File: src/rtl/mem_bist_march_rw.sv
// March C- BIST initiator for one RW port of a register-file bank (async read, sync write).
// Define MBIST_CHECKERBOARD_EN to add a second march pass on a 0101.../1010... background.
module mem_bist_march_rw #(
  parameter int REG_DEPTH = 4,
  parameter int REG_WIDTH = 64
) (
  input  logic                         clk,
  input  logic                         rst_n,
  input  logic                         start,
  output logic                         busy,
  output logic                         done,
  output logic                         fail,
  output logic [$clog2(REG_DEPTH)-1:0] fail_addr,
  output logic [2:0]                   fail_elem,
  output logic                         mem_wmode,
  output logic [$clog2(REG_DEPTH)-1:0] mem_addr,
  output logic [REG_WIDTH-1:0]         mem_wdata,
  input  logic [REG_WIDTH-1:0]         mem_rdata
);
  localparam int AW = $clog2(REG_DEPTH);
  localparam logic [AW-1:0] ADDR_ZERO = {AW{1'b0}};
  localparam logic [AW-1:0] ADDR_ONE  = AW'(1);
  localparam logic [AW-1:0] ADDR_MAX  = AW'(REG_DEPTH - 1);
  localparam logic [2:0]    ELEM_LAST = 3'd5;
  localparam logic [REG_WIDTH-1:0] SOLID_BG = {REG_WIDTH{1'b0}};

  typedef enum logic [1:0] {
    S_IDLE = 2'd0,
    S_RUN  = 2'd1,
    S_DONE = 2'd2
  } state_t;

  state_t                 state_r;
  logic [2:0]             elem_r;
  logic                   busy_r;
  logic                   done_r;
  logic                   fail_r;
  logic [AW-1:0]          fail_addr_r;
  logic [2:0]             fail_elem_r;
  logic                   mem_wmode_r;
  logic [AW-1:0]          mem_addr_r;
  logic [REG_WIDTH-1:0]   mem_wdata_r;

  logic [2:0]             nxt_elem_s;
  logic [AW-1:0]          nxt_addr_s;
  logic                   nxt_wr_s;
  logic [REG_WIDTH-1:0]   nxt_wdata_s;
  logic                   last_addr_s;
  logic                   end_of_pass_s;
  logic                   last_pass_s;
  logic [REG_WIDTH-1:0]   bg_s;
  logic [REG_WIDTH-1:0]   nxt_bg_s;
  logic [REG_WIDTH-1:0]   exp_s;
  logic                   mismatch_s;

  function automatic logic elem_down(input logic [2:0] e);
    return (e == 3'd3) || (e == 3'd4);
  endfunction

  function automatic logic rd_inv(input logic [2:0] e);
    return (e == 3'd2) || (e == 3'd4);
  endfunction

  function automatic logic wr_inv(input logic [2:0] e);
    return (e == 3'd1) || (e == 3'd3);
  endfunction

`ifdef MBIST_CHECKERBOARD_EN
  function automatic logic [REG_WIDTH-1:0] checker_bg();
    logic [REG_WIDTH-1:0] v;
    for (int i = 0; i < REG_WIDTH; i++) begin
      v[i] = ((i % 2) == 0);
    end
    return v;
  endfunction

  localparam logic [REG_WIDTH-1:0] CHK_BG = checker_bg();
  logic pass_r;

  // Background pass tracker: solid first, checkerboard second.
  always_ff @(posedge clk or negedge rst_n) begin
    if (!rst_n) begin
      pass_r <= 1'b0;
    end else if ((state_r == S_IDLE) && start) begin
      pass_r <= 1'b0;
    end else if ((state_r == S_RUN) && end_of_pass_s && !pass_r) begin
      pass_r <= 1'b1;
    end else begin
      pass_r <= pass_r;
    end
  end

  assign bg_s        = pass_r ? CHK_BG : SOLID_BG;
  assign nxt_bg_s    = (pass_r || end_of_pass_s) ? CHK_BG : SOLID_BG;
  assign last_pass_s = pass_r;
`else
  assign bg_s        = SOLID_BG;
  assign nxt_bg_s    = SOLID_BG;
  assign last_pass_s = 1'b1;
`endif

  // Next-op sequencing and same-cycle read compare against the asynchronous rdata.
  always_comb begin
    nxt_elem_s    = elem_r;
    nxt_addr_s    = mem_addr_r;
    nxt_wr_s      = 1'b0;
    last_addr_s   = elem_down(elem_r) ? (mem_addr_r == ADDR_ZERO) : (mem_addr_r == ADDR_MAX);
    end_of_pass_s = (elem_r == ELEM_LAST) && last_addr_s;
    if (!mem_wmode_r && (elem_r != ELEM_LAST)) begin
      nxt_wr_s = 1'b1;
    end else if (!last_addr_s) begin
      nxt_addr_s = elem_down(elem_r) ? (mem_addr_r - ADDR_ONE) : (mem_addr_r + ADDR_ONE);
      nxt_wr_s   = (elem_r == 3'd0);
    end else if (elem_r != ELEM_LAST) begin
      nxt_elem_s = elem_r + 3'd1;
      nxt_addr_s = elem_down(elem_r + 3'd1) ? ADDR_MAX : ADDR_ZERO;
    end else begin
      // End of a pass that is not final: restart the march at E0.
      nxt_elem_s = 3'd0;
      nxt_addr_s = ADDR_ZERO;
      nxt_wr_s   = 1'b1;
    end
    if (nxt_wr_s) begin
      nxt_wdata_s = wr_inv(nxt_elem_s) ? ~nxt_bg_s : nxt_bg_s;
    end else begin
      nxt_wdata_s = SOLID_BG;
    end
    exp_s      = rd_inv(elem_r) ? ~bg_s : bg_s;
    mismatch_s = (state_r == S_RUN) && !mem_wmode_r && (mem_rdata != exp_s);
  end

  // Main sequencer: run state, registered port drive and first-failure capture.
  always_ff @(posedge clk or negedge rst_n) begin
    if (!rst_n) begin
      state_r     <= S_IDLE;
      elem_r      <= 3'd0;
      busy_r      <= 1'b0;
      done_r      <= 1'b0;
      fail_r      <= 1'b0;
      fail_addr_r <= ADDR_ZERO;
      fail_elem_r <= 3'd0;
      mem_wmode_r <= 1'b0;
      mem_addr_r  <= ADDR_ZERO;
      mem_wdata_r <= SOLID_BG;
    end else begin
      case (state_r)
        S_IDLE: begin
          done_r <= 1'b0;
          if (start) begin
            state_r     <= S_RUN;
            busy_r      <= 1'b1;
            fail_r      <= 1'b0;
            fail_addr_r <= ADDR_ZERO;
            fail_elem_r <= 3'd0;
            elem_r      <= 3'd0;
            mem_addr_r  <= ADDR_ZERO;
            mem_wmode_r <= 1'b1;
            mem_wdata_r <= SOLID_BG;
          end
        end
        S_RUN: begin
          if (mismatch_s) begin
            fail_r <= 1'b1;
            if (!fail_r) begin
              fail_addr_r <= mem_addr_r;
              fail_elem_r <= elem_r;
            end
          end
          if (end_of_pass_s && last_pass_s) begin
            state_r     <= S_DONE;
            busy_r      <= 1'b0;
            done_r      <= 1'b1;
            elem_r      <= 3'd0;
            mem_addr_r  <= ADDR_ZERO;
            mem_wmode_r <= 1'b0;
            mem_wdata_r <= SOLID_BG;
          end else begin
            elem_r      <= nxt_elem_s;
            mem_addr_r  <= nxt_addr_s;
            mem_wmode_r <= nxt_wr_s;
            mem_wdata_r <= nxt_wdata_s;
          end
        end
        S_DONE: begin
          state_r <= S_IDLE;
          done_r  <= 1'b0;
        end
        default: begin
          state_r     <= S_IDLE;
          elem_r      <= 3'd0;
          busy_r      <= 1'b0;
          done_r      <= 1'b0;
          mem_wmode_r <= 1'b0;
          mem_addr_r  <= ADDR_ZERO;
          mem_wdata_r <= SOLID_BG;
        end
      endcase
    end
  end

  assign busy      = busy_r;
  assign done      = done_r;
  assign fail      = fail_r;
  assign fail_addr = fail_addr_r;
  assign fail_elem = fail_elem_r;
  assign mem_wmode = mem_wmode_r;
  assign mem_addr  = mem_addr_r;
  assign mem_wdata = mem_wdata_r;

endmodule

File: config.mk
export PLATFORM = sky130hd
export DESIGN_NAME = mem_bist_march_rw
export DESIGN_NICKNAME = d
export VERILOG_FILES = /design/src/rtl/mem_bist_march_rw.sv
export SDC_FILE = /design/constraint.sdc
export NUM_CORES = 1
export LEC_CHECK = 0
export BUFFER_PORTS_ARGS = -buffer_cell sky130_fd_sc_hd__buf_2
export CAP_MARGIN = 0
export CORE_MARGIN = 3
export CORE_UTILIZATION = 42
export CTS_CLUSTER_DIAMETER = 60
export DETAILED_ROUTE_END_ITERATION = 16
export PLACE_DENSITY = 0.83
export SETUP_SLACK_MARGIN = 0.5
export SLEW_MARGIN = 10
export SYNTH_ARGS = -nofsm -noshare
export SYNTH_HDL_FRONTEND = slang
export SYNTH_SLANG_ARGS = --single-unit
File: constraint.sdc
create_clock -name clk -period 2.25 [get_ports clk]
set_clock_uncertainty 0.05 [all_clocks]
set_input_delay 0.45 -clock clk [delete_from_list [all_inputs] [get_ports clk]]
set_output_delay 0.45 -clock clk [all_outputs]
set_load 0.02 [all_outputs]
==> results of run 1 <==
-- path summary, 6_finish.rpt --
kind | to | slack [ps]
min reg2reg | done | 450
min | fail_addr[1] | 60
max reg2reg | elem_r[1] | 350
min in group clk | done | 450
max | fail_elem[1] | 330
max in group asynchronous | elem_r[0] | 1780
-- metrics by stage --
step / util / cells / total power [mW] / hold slack (ps) / setup slack (ps)
CTS: 0.6131 / 390 / 3.311 / 71.69 / 383.0
detailed placement: 0.5255 / 372 / 2.844 / 348.0 / 21.59
global route: 0.6536 / 399 / 3.802 / 87.57 / 205.7
finish: 0.6536 / 399 / 3.602 / 62.89 / 333.0
floorplan: - / 248 / 2.685 / 104.4 / 353.6
global placement: 0.5255 / 372 / 2.807 / 340.9 / 56.22
-- worst max-delay path, delay by kind of cell --
family | cells | cell delay, ps
AND/OR/NAND/NOR | 3 | 1030
buffers and inverters | 1 | 100
AO/OA/AOI/OAI | 1 | 130
multiplexers | 1 | 290
-- power by group --
group          internal (mW)  switching [mW]  leakage, nW
clock                  0.126           0.114       0.0228
sequential             0.449           0.190        0.197
combinational           1.11            1.62         1.11
total                   1.68            1.92         1.33
-- kinds of logic after synthesis --
logic type / after synthesis / share of synthesized area
flops: 17 / 0.2174
buf+inv: 85 / 0.2839
compound gates: 46 / 0.1752
mux: 4 / 0.02813
simple gates: 95 / 0.2909
xor+xnor: 1 / 0.004477
-- synth_stat cells (2+ instances only) --
| library cell | instances | share of area |
|---|---|---|
| a211o_1 | 2 | 0.0090 |
| a21oi_1 | 13 | 0.033 |
| a22o_1 | 3 | 0.013 |
| a32o_1 | 2 | 0.010 |
| buf_4 | 63 | 0.24 |
| clkbuf_1 | 10 | 0.019 |
| dfrtp_1 | 17 | 0.22 |
| inv_1 | 12 | 0.023 |
| mux2_2 | 2 | 0.012 |
| nand2_1 | 6 | 0.012 |
| nand2b_1 | 2 | 0.0064 |
| nand3_1 | 4 | 0.010 |
| nand4_1 | 38 | 0.12 |
| nor2_1 | 9 | 0.017 |
| nor2b_1 | 3 | 0.0096 |
| nor3_1 | 2 | 0.0051 |
| nor4_1 | 23 | 0.074 |
| o211ai_1 | 2 | 0.0077 |
| o21ai_0 | 5 | 0.013 |
| o21bai_1 | 2 | 0.0077 |
| o22ai_1 | 2 | 0.0064 |
| o32ai_1 | 5 | 0.022 |
-- state kept, by name (all words and copies together) (netlist names) --
| signal | flops |
|---|---|
| fail | 1 |
| done | 1 |
| mem_addr | 2 |
| mem_wmode | 1 |
| mem_wdata | 1 |
| state_r | 2 |
| elem_r | 3 |
| busy | 1 |
| fail_addr | 2 |
| fail_elem | 3 |
-- per-layer routing --
layer / track usage / vias up / wire length (um)
li1: - / 1090 / -
met1: 0.2812 / 1120 / 2648
met2: 0.4163 / 242 / 3587
met3: 0.02973 / 54 / 897
met4: 0.1047 / 0 / 354
met5: 0 / - / 0
-- layout make-up --
type                       instances  area, um^2
timing repair buffer             168        1074
multi-input combinational        146        1224
sequential                        17       432.9
clock buffer                       4       45.04
inverter                          12       45.04
tap                               52       65.06
fill                             307        1529
-- timing repair --
| action | 4_1_cts | 5_1_grt |
|---|---|---|
| pin swaps | 16 | 20 |
| setup endpoints to repair | 74 | 35 |
| gates resized for setup | 45 | 27 |
| buffers inserted | 14 | 9 |
==> out/qor.txt, run 1 <==
syn_nets: 315
vias post-DR: 2506
DP HPWL: 4565 um
Async SR Flop Fraction: 1.000
Seq cells post-synth: 17
Max Clock Freq: 0.5217 GHz
hold crit path type: primary input to async pin
Initial DRT Pass Iterations: 5
die extent in x: 74.26 um
total grt overflow: 0
CTS root buffer: clkbuf_8
Core Region: 4414 um^2
share of cells above drive strength 1: 0.6167
period utilisation layout: 0.8520
pwr dens: 1248 nW/um^2
Setup crit start kind: primary input
die area: 5515 um^2
# DRC: 0
leakage: 1.333 nW
worst skew pair latency: 260 ps
CP Data Required Time: 2330 ps
Peak supply drop: 705.9 uV
Netlist cell types: 43
EDFF count, synth: 0
CTS tree: yes
crit path DAT: 2000 ps
commonest cells after routing, fill and taps aside: buf_2, nand4_1, buf_6, buf_4, inv_1
beginning of the critical path: mem_rdata[20]
deepest clock path buffer count: 2
Slew headroom: 0.7150
number of antenna violations at the first check in global routing: 0
routability cong.: 0.8906
Crit. End Element: flop
final hold viol count: 0
worst-path fanout max: 5
Hold-fix buffers, CTS: 0
status: completed
Setup CP Type: primary input to flop
first-pass GRT wire length: 10120 um
gr usage total: 0.2341
critical-path cell list: buf_8 -> nor4_4 -> nand4_1 -> or4_4 -> mux2i_4 -> o32ai_2
DRT iter0 DRCs: 183
Setup TNS: 0 ps
Initial Util: 0.4433
post-synthesis cell count: 248
Cell Area, Synth: 1957 um^2
vias per std cell: 6.281
# Max-Cap Violations: 0
slowest CP cell: or4_4
RSZ-0062 raised after global routing: yes
drt total wl: 7487 um
R2R depth: 6
Worst Tran Pin Value: 426.0 ps
height of the die: 74.26 um
Primary FF master, synth: dfrtp_1
pin count of the biggest net entering global routing: 63
syn avg cell area: 7.891 um^2
number of global-route vias before repair: 2168
Tmin final: 1917 ps
PortBufs: 141
Final ANT Viol Nets: 0
Final #Nets: 415
Worst R2R Start: mem_addr[0]
Slew Viols, Final: 0
io pins: 142
sequential area share after synthesis: 0.2174
Sink Count: 17
CP max stage delay: 600 ps
setup violators final: 0
commonest non-fill, non-tap cell in the layout: buf_2
clock-pin slew on the worst setup and hold paths: 70 ps
total CTS buffers: 3
Synth warnings: 0
final instance area: 2885 um^2
WL per Instance: 18.76 um
Cell Area, Placed: 2320 um^2
Layout area overhead: 47.44%
diode count: 0
# rows: 24
H-Tree Depth: 1
Note: power is estimated with default switching activity, not from simulation.
==> run 2, diff against run 1 <==
MAX_ROUTING_LAYER = met4   (was default)
==> out/qor.txt, run 2 (synthesized netlist as in run 1, its figures left out) <==
Initial Util: 0.4433
Tmin final: 1931 ps
final hold slack: 66.60 ps
non-filler instance count after layout: 399
Final #Nets: 415
commonest non-fill, non-tap cell in the layout: buf_2
io pins: 142
# rows: 24
CTS tree: yes
combinational share of power: 0.756
power share of the clock group: 0.066
Crit. End Element: flop
Final ANT Viol Nets: 0
diode count: 0
Layout area overhead: 47.44%
CP max stage delay: 600 ps
RSZ-0062 raised after global routing: yes
Int Power: 1.680 mW
Setup crit start kind: primary input
status: completed
deepest clock path buffer count: 2
Slew headroom: 0.7056
hold crit path type: primary input to async pin
sequential share of power: 0.177
Core Region: 4414 um^2
final core occ: 0.6536
first-pass GRT wire length: 10120 um
CTS root buffer: clkbuf_8
Switching Share: 0.5344
critical-path cell list: buf_8 -> nor4_4 -> nand4_1 -> or4_4 -> mux2i_4 -> o32ai_2
placed cell count: 372
clock-pin slew on the worst setup and hold paths: 70 ps
# Max-Cap Violations: 0
H-Tree Depth: 1
Worst Tran Pin Value: 440.0 ps
commonest cells after routing, fill and taps aside: buf_2, nand4_1, buf_6, buf_4, inv_1
DRT iter0 DRCs: 159
slowest CP cell: or4_4
CP Buf/Inv Count: 1
vias per std cell: 6.253
number of global-route vias before repair: 2167
Peak supply drop: 706.2 uV
number of antenna violations at the first check in global routing: 0
Net Sw Power: 1.928 mW
WL per Instance: 18.86 um
Sink Count: 17
Initial DRT Pass Iterations: 5
Hold-fix buffers, CTS: 0
flop2flop setup slack: 340 ps
pin count of the biggest net entering global routing: 63
DP HPWL: 4565 um
period utilisation layout: 0.8581
total power: 3.608 mW
CP Data Required Time: 2330 ps
Setup TNS: 0 ps
die area: 5515 um^2
routability cong.: 0.9057
worst-path fanout max: 5
total grt overflow: 0
final hold viol count: 0
die extent in x: 74.26 um
Setup CP Type: primary input to flop
worst skew pair latency: 260 ps
drt total wl: 7524 um
Slew Viols, Final: 0
leakage: 1.333 nW
delay-heaviest family, CP: simple AND/OR/NAND/NOR gates
height of the die: 74.26 um
# DRC: 0
vias post-DR: 2495
pwr dens: 1251 nW/um^2
gr usage total: 0.2414
crit path DAT: 2010 ps
setup violators final: 0
total CTS buffers: 3
PortBufs: 141
share of cells above drive strength 1: 0.6167
Max Clock Freq: 0.5179 GHz
[run 2: cell counts in the layout (fill, tap and decap cells not counted)]
No cell type changed its count.
[run 2: repair_timing]
item,4_1_cts,5_1_grt
gates cloned,0,0
endpoints found under the setup margin,74,35
pin swaps,16,20
resized for setup,45,27
setup buffers,14,9
[run 2: layout make-up]
| cell class | instances | area, um^2 |
|---|---|---|
| Clock buffer | 4 | 45.04 |
| Timing Repair Buffer | 168 | 1074 |
| Inverter | 12 | 45.04 |
| Sequential cell | 17 | 432.9 |
| Fill cell | 307 | 1529 |
| Tap cell | 52 | 65.06 |
| Multi-Input combinational cell | 146 | 1224 |
[run 2: power by group through the flow]
stage / sequential [mW] / combinational, mW / clock [mW]
after floorplan: 0.713 / 1.97 / 0
after global placement: 0.682 / 2.12 / 0
after detailed placement: 0.682 / 2.16 / 0
after CTS: 0.624 / 2.45 / 0.242
after global routing: 0.650 / 2.90 / 0.249
final: 0.640 / 2.73 / 0.239
[run 2: metal layers]
layer	global-route usage	wire length (um)	share of wire	up-vias
met3	0.02703	968	0.13	48
met1	0.2829	2595	0.34	1100
met2	0.4163	3586	0.48	253
li1	-	-	-	1094
met5	-	0	0	-
met4	0.1047	373	0.050	0
[run 2: stage by stage]
stage,worst slack [ps],instance area [um^2]
final,319.2,2885
after global routing,240.8,2885
after CTS,383.0,2706
after detailed placement,21.59,2320
after global placement,56.22,2320
after floorplan,353.6,2049
[run 2: final timing paths]
check	to	startpoint	depth (start not counted)
worst max-delay path	fail_elem[1]	mem_rdata[20]	6
worst min-delay path	fail_addr[1]	rst_n	1
worst max register to register	elem_r[1]	mem_addr[0]	6
worst min register to register	done	done	2
max in group asynchronous	elem_r[0]	rst_n	1
min in group clk	done	done	2
